[config.mk]
export PLATFORM = sky130hd
export DESIGN_NAME = mem_stage
export DESIGN_NICKNAME = d
export VERILOG_FILES = /design/src/rtl/mem_stage.sv
export SDC_FILE = /design/constraint.sdc
export NUM_CORES = 1
export LEC_CHECK = 0
export ABC_AREA = 1
export BUFFER_PORTS_ARGS = -buffer_cell sky130_fd_sc_hd__clkbuf_2
export CELL_PAD_IN_SITES_DETAIL_PLACEMENT = 2
export CELL_PAD_IN_SITES_GLOBAL_PLACEMENT = 2
export CORE_MARGIN = 1
export CORE_UTILIZATION = 28
export CTS_CLUSTER_SIZE = 20
export DETAILED_ROUTE_END_ITERATION = 8
export GPL_TIMING_DRIVEN = 0
export PLACE_DENSITY = 0.95
export SLEW_MARGIN = 20
export SYNTH_ARGS = -nofsm -noshare
export SYNTH_HDL_FRONTEND = slang
export SYNTH_SLANG_ARGS = --single-unit
[constraint.sdc]
create_clock -name clk -period 2.72 [get_ports clk]
set_input_delay 0.544 -clock clk [delete_from_list [all_inputs] [get_ports clk]]
set_output_delay 0.544 -clock clk [all_outputs]
set_load 0.02 [all_outputs]
[src/rtl/mem_stage.sv]
// Memory pipeline stage: issues one d_cache request at a time, stalls execute
// until the response (or a timeout), then hands a registered result to writeback.
package nand_cpu_pkg;
    typedef enum logic {LOAD = 1'b0, STORE = 1'b1} MemOp;
endpackage

module mem_stage #(
    parameter int REG_W   = 4,
    parameter int TIMEOUT = 255
) (
    input  logic                clk,
    input  logic                n_rst,
    input  logic                ex_valid,
    input  logic                ex_mem_access,
    input  nand_cpu_pkg::MemOp  ex_mem_op,
    input  logic [15:0]         ex_address,
    input  logic [15:0]         ex_data,
    input  logic [REG_W-1:0]    ex_dest,
    input  logic                ex_wb_en,
    input  logic                flush,
    output logic                stall,
    output logic                dc_valid,
    output logic                dc_mem_access,
    output logic [15:0]         dc_address,
    output nand_cpu_pkg::MemOp  dc_mem_op,
    output logic [15:0]         dc_data,
    input  logic                dc_resp_valid,
    input  logic [15:0]         dc_resp_data,
    output logic                wb_valid,
    output logic                wb_en,
    output logic [REG_W-1:0]    wb_dest,
    output logic [15:0]         wb_data,
    output logic                mem_fault
);
    import nand_cpu_pkg::*;

    localparam int CNT_W = $clog2(TIMEOUT + 1);
    localparam logic [CNT_W-1:0] CNT_MAX = CNT_W'(TIMEOUT);

    typedef enum logic {IDLE, WAIT} state_t;

    // Writeback side of the outstanding request; the cache side lives in dc_*.
    typedef struct packed {
        logic [REG_W-1:0] dest;
        logic             wb_en;
    } req_t;

    state_t           state;
    req_t             req;
    logic [CNT_W-1:0] cnt;
    logic             kill;

    // Released in the response cycle so execute can present the next op to IDLE.
    assign stall = (state == WAIT) && !dc_resp_valid;

    always_ff @(posedge clk) begin
        if (!n_rst) begin
            state         <= IDLE;
            req           <= '0;
            cnt           <= '0;
            kill          <= 1'b0;
            dc_valid      <= 1'b0;
            dc_mem_access <= 1'b0;
            dc_address    <= '0;
            dc_mem_op     <= LOAD;
            dc_data       <= '0;
            wb_valid      <= 1'b0;
            wb_en         <= 1'b0;
            wb_dest       <= '0;
            wb_data       <= '0;
            mem_fault     <= 1'b0;
        end else begin
            wb_valid <= 1'b0;
            wb_en    <= 1'b0;
            case (state)
                IDLE: begin
                    if (ex_valid && !flush) begin
                        if (!ex_mem_access) begin
                            wb_valid <= 1'b1;
                            wb_en    <= ex_wb_en;
                            wb_dest  <= ex_dest;
                            wb_data  <= ex_data;
                        end else begin
                            dc_valid      <= 1'b1;
                            dc_mem_access <= 1'b1;
                            dc_address    <= ex_address;
                            dc_mem_op     <= ex_mem_op;
                            dc_data       <= ex_data;
                            req.dest      <= ex_dest;
                            req.wb_en     <= ex_wb_en;
                            cnt           <= '0;
                            kill          <= 1'b0;
                            state         <= WAIT;
                        end
                    end
                end
                WAIT: begin
                    if (dc_resp_valid) begin
                        state    <= IDLE;
                        dc_valid <= 1'b0;
                        kill     <= 1'b0;
                        // A flush arriving with the response still squashes the result.
                        if (!(kill || flush)) begin
                            wb_valid <= 1'b1;
                            wb_dest  <= req.dest;
                            if (dc_mem_op == LOAD) begin
                                wb_data <= dc_resp_data;
                                wb_en   <= req.wb_en;
                            end else begin
                                wb_data <= '0;
                            end
                        end
                    end else if (cnt == CNT_MAX) begin
                        state     <= IDLE;
                        dc_valid  <= 1'b0;
                        kill      <= 1'b0;
                        mem_fault <= 1'b1;
                    end else begin
                        if (cnt != CNT_MAX) cnt <= cnt + 1'b1;
                        // The request keeps going so a store still commits.
                        if (flush) kill <= 1'b1;
                    end
                end
                default: state <= IDLE;
            endcase
        end
    end
endmodule

==> out/qor.csv <==
stage;metric;value;unit
floorplanning;core footprint;10300;um2
route;final WL;10.8;mm
synth;Seq/Total Area, Yosys;49.4;%
final_layout;commonest cells after routing, fill and taps aside;clkbuf_2 (118), dfxtp_1 (73), nand2_1 (62);
pwr;leak pwr;1.80;nW
floorplanning;Die Ht;105;um
worst_setup_path;Critical Path Fanout Max;6;
pwr;internal power component;1.74;mW
pwr;sw power;0.656;mW
cts;Clk Latency, worst-skew pair;360;ps
grt;GRT overflow;0;
route;drt pass-1 iters;4;
grt;initial antenna violation count;0;
final_layout;final net count;558;
pwr;combinational share of power;13.5;%
placed_design;IO Port Bufs;118;
route;DR vias/cell;4.92;
final_layout;Util after Layout;38.2;%
floorplanning;Die W;105;um
synth;synthesis-stage register bit count;73;
grt;first-pass GRT wire length;17.7;mm
grt;GR Util All Layers;20.9;%
route;DRC;0;
cts;CTS HTree Levels;3;
timing;Rel. slew slack;62.4;%
pwr;Switching Fraction;27.4;%
worst_setup_path;worst setup path category;flop to output pin;
timing;clk_skew;9.28;ps
pwr;Peak VDD IR;0.000303;V
cts;postcts setup bufs;0;
timing;RSZ-0062 raised after global routing;no;
min_path;Hold Path Cell Cnt;3;
pwr;Power Dens Cells;610;nW/um2
final_layout;Layout fillers;1219;
grt;pin count of the biggest net entering global routing;13;
pwr;Clk network pwr share;38.9;%
timing;final hold vios;0;
cts;# resized after CTS;0;
cts;clock buffer depth;2;
synth;Synth Area per Inst;8.03;um2
route;per-cell routed wire length;17.0;um
synth;ranking of synthesized cells by area;dfxtp_1 (49%), nand2_1 (7.9%), nor2_1 (7.0%);
synth;yosys warns;0;
floorplanning;die area;11000;um2
pwr;Tot Pwr;2.40;mW
synth;Synth cell types;29;
worst_setup_path;Worst EP arrival;1220;ps
timing;fin crit share;64.8;%
cts;CTS sink cnt;73;
timing;Setup violations, final;0;
timing;FMAX;568;MHz
final_layout;ant diodes;0;
final_layout;commonest non-fill, non-tap cell in the layout;clkbuf_2;
cts;clock-pin slew on the worst setup and hold paths;80;ps
synth;Netlist Area Pre-Place;2960;um2
timing;Slew Viols, Final;0;
worst_setup_path;Critical Path RT;2180;ps
timing;worst-margin pin slew;564;ps
timing;setup_tns;0;ps
synth;share of the synthesized area in the top cell type;49.4;%
floorplanning;Cell Rows;37;
cts;clock buffer count from CTS;9;
worst_setup_path;Crit. End Element;output pin;
route;Iter 0 DRT Violations;84;
final_layout;layout cells sized above 1;31.3;%
synth;cell taking the most area after synthesis;dfxtp_1;
cts;CTS tree;built;
timing;worst hold-check slack;443;ps
cts;root buf cell;clkbuf_8;
min_path;HP Class;input pin to flop;
floorplanning;io pins;119;
timing;crit path time final;1760;ps
synth;Post-Syn Instances;368;
floorplanning;Initial Util;28.8;%
outcome;status;completed;
worst_setup_path;Critical Path Source Type;flop;
cts;hold_buf cts;0;
pwr;Sequential Power Share;47.5;%
route;via count;3136;
run;max-cap violation count;0;
worst_setup_path;reg-to-reg setup timing slack;1160;ps
grt;vias in the first global route;3474;
placed_design;routability cong.;0.777;
final_layout;Synth-to-Final Area Change;32.8;%
placed_design;dpl hpwl;8.34;mm
route;Post-DRT Antenna Nets;0;
worst_setup_path;Register-to-Register Path Depth;10;
synth;Mapped Nets;429;
synth_stat cells:
cell type,count
o21ai_0,40
inv_2,2
nand3b_1,1
clkinv_1,1
nor2_8,1
inv_1,16
o31ai_1,15
a211oi_1,5
o21a_1,1
a21oi_1,17
ha_1,1
nand3_4,1
clkbuf_1,11
o211ai_1,1
a31oi_1,12
nor2_1,55
nor3_1,3
buf_4,6
buf_2,3
clkbuf_8,1
dfxtp_1,73
nand3_1,25
nor2_4,2
nand2_2,4
buf_6,3
dlymetal6s2s_1,1
nand2_1,62
nand2_4,2
o211a_1,3
worst paths after layout:
path / to / from
worst max-delay path: stall / state
worst max register to register: cnt[7] / cnt[0]
worst min register to register: dc_data[11] / dc_data[11]
worst min-delay path: dc_data[3] / ex_data[3]
critical path, cell delays in order (launching register included):
cell and delay, ps:
dfxtp_1 300, buf_2 150, inv_2 80, nor2_4 130, clkbuf_2 190
sequential cells by signal (all words and copies together) (netlist names), 4 cells and up:
signal	count
wb_dest	4
wb_data	16
dc_address	16
dc_data	16
req	5
cnt	8
routing by layer:
metal	track usage, %	wire, um	vias up
met2	38.0	5530	87
met3	5.18	520	14
li1	-	-	1492
met1	24.0	4640	1543
met4	5.84	142	0
met5	0	0	-
power by group through the flow:
stage          Sequential, mW  Combinational, mW  Clock (mW)
2_1_floorplan            1.21              0.133           0
3_3_place_gp             1.16              0.312           0
3_5_place_dp             1.16              0.327           0
4_1_cts                  1.14              0.330       0.953
5_1_grt                  1.14              0.356        1.00
6_report                 1.14              0.325       0.933
layout make-up:
type                    count  area, um2  share of cell area, %
flip-flops and latches     73       1460                   37.2
inverters                  19       71.3                   1.82
repair buffers            118        591                   15.0
clock buffers              10        128                   3.25
well taps                 136        170                   4.33
clock inverters             5       81.3                   2.07
plain buffers              25        161                   4.11
multi-input cells         251       1260                   32.2
cell families (layout without fill, tap and decap cells):
logic type	Yosys count	after routing	synth area share [%]
AOI/OAI and AO/OA	94	94	18.8
DFF	73	73	49.4
adders and majority gates	1	1	0.423
buffers and inverters	44	177	7.87
and+or+nand+nor	156	156	23.5
stage by stage:
| stage | setup WS (ps) | cells | cell area [um2] |
|---|---|---|---|
| CTS | 928 | 637 | 3930 |
| floorplan | 1340 | 368 | 2960 |
| global placement | 1040 | 622 | 3720 |
| detailed placement | 938 | 622 | 3720 |
| finish | 958 | 637 | 3930 |
| global route | 866 | 637 | 3930 |
(Power assumes the default switching activity.)
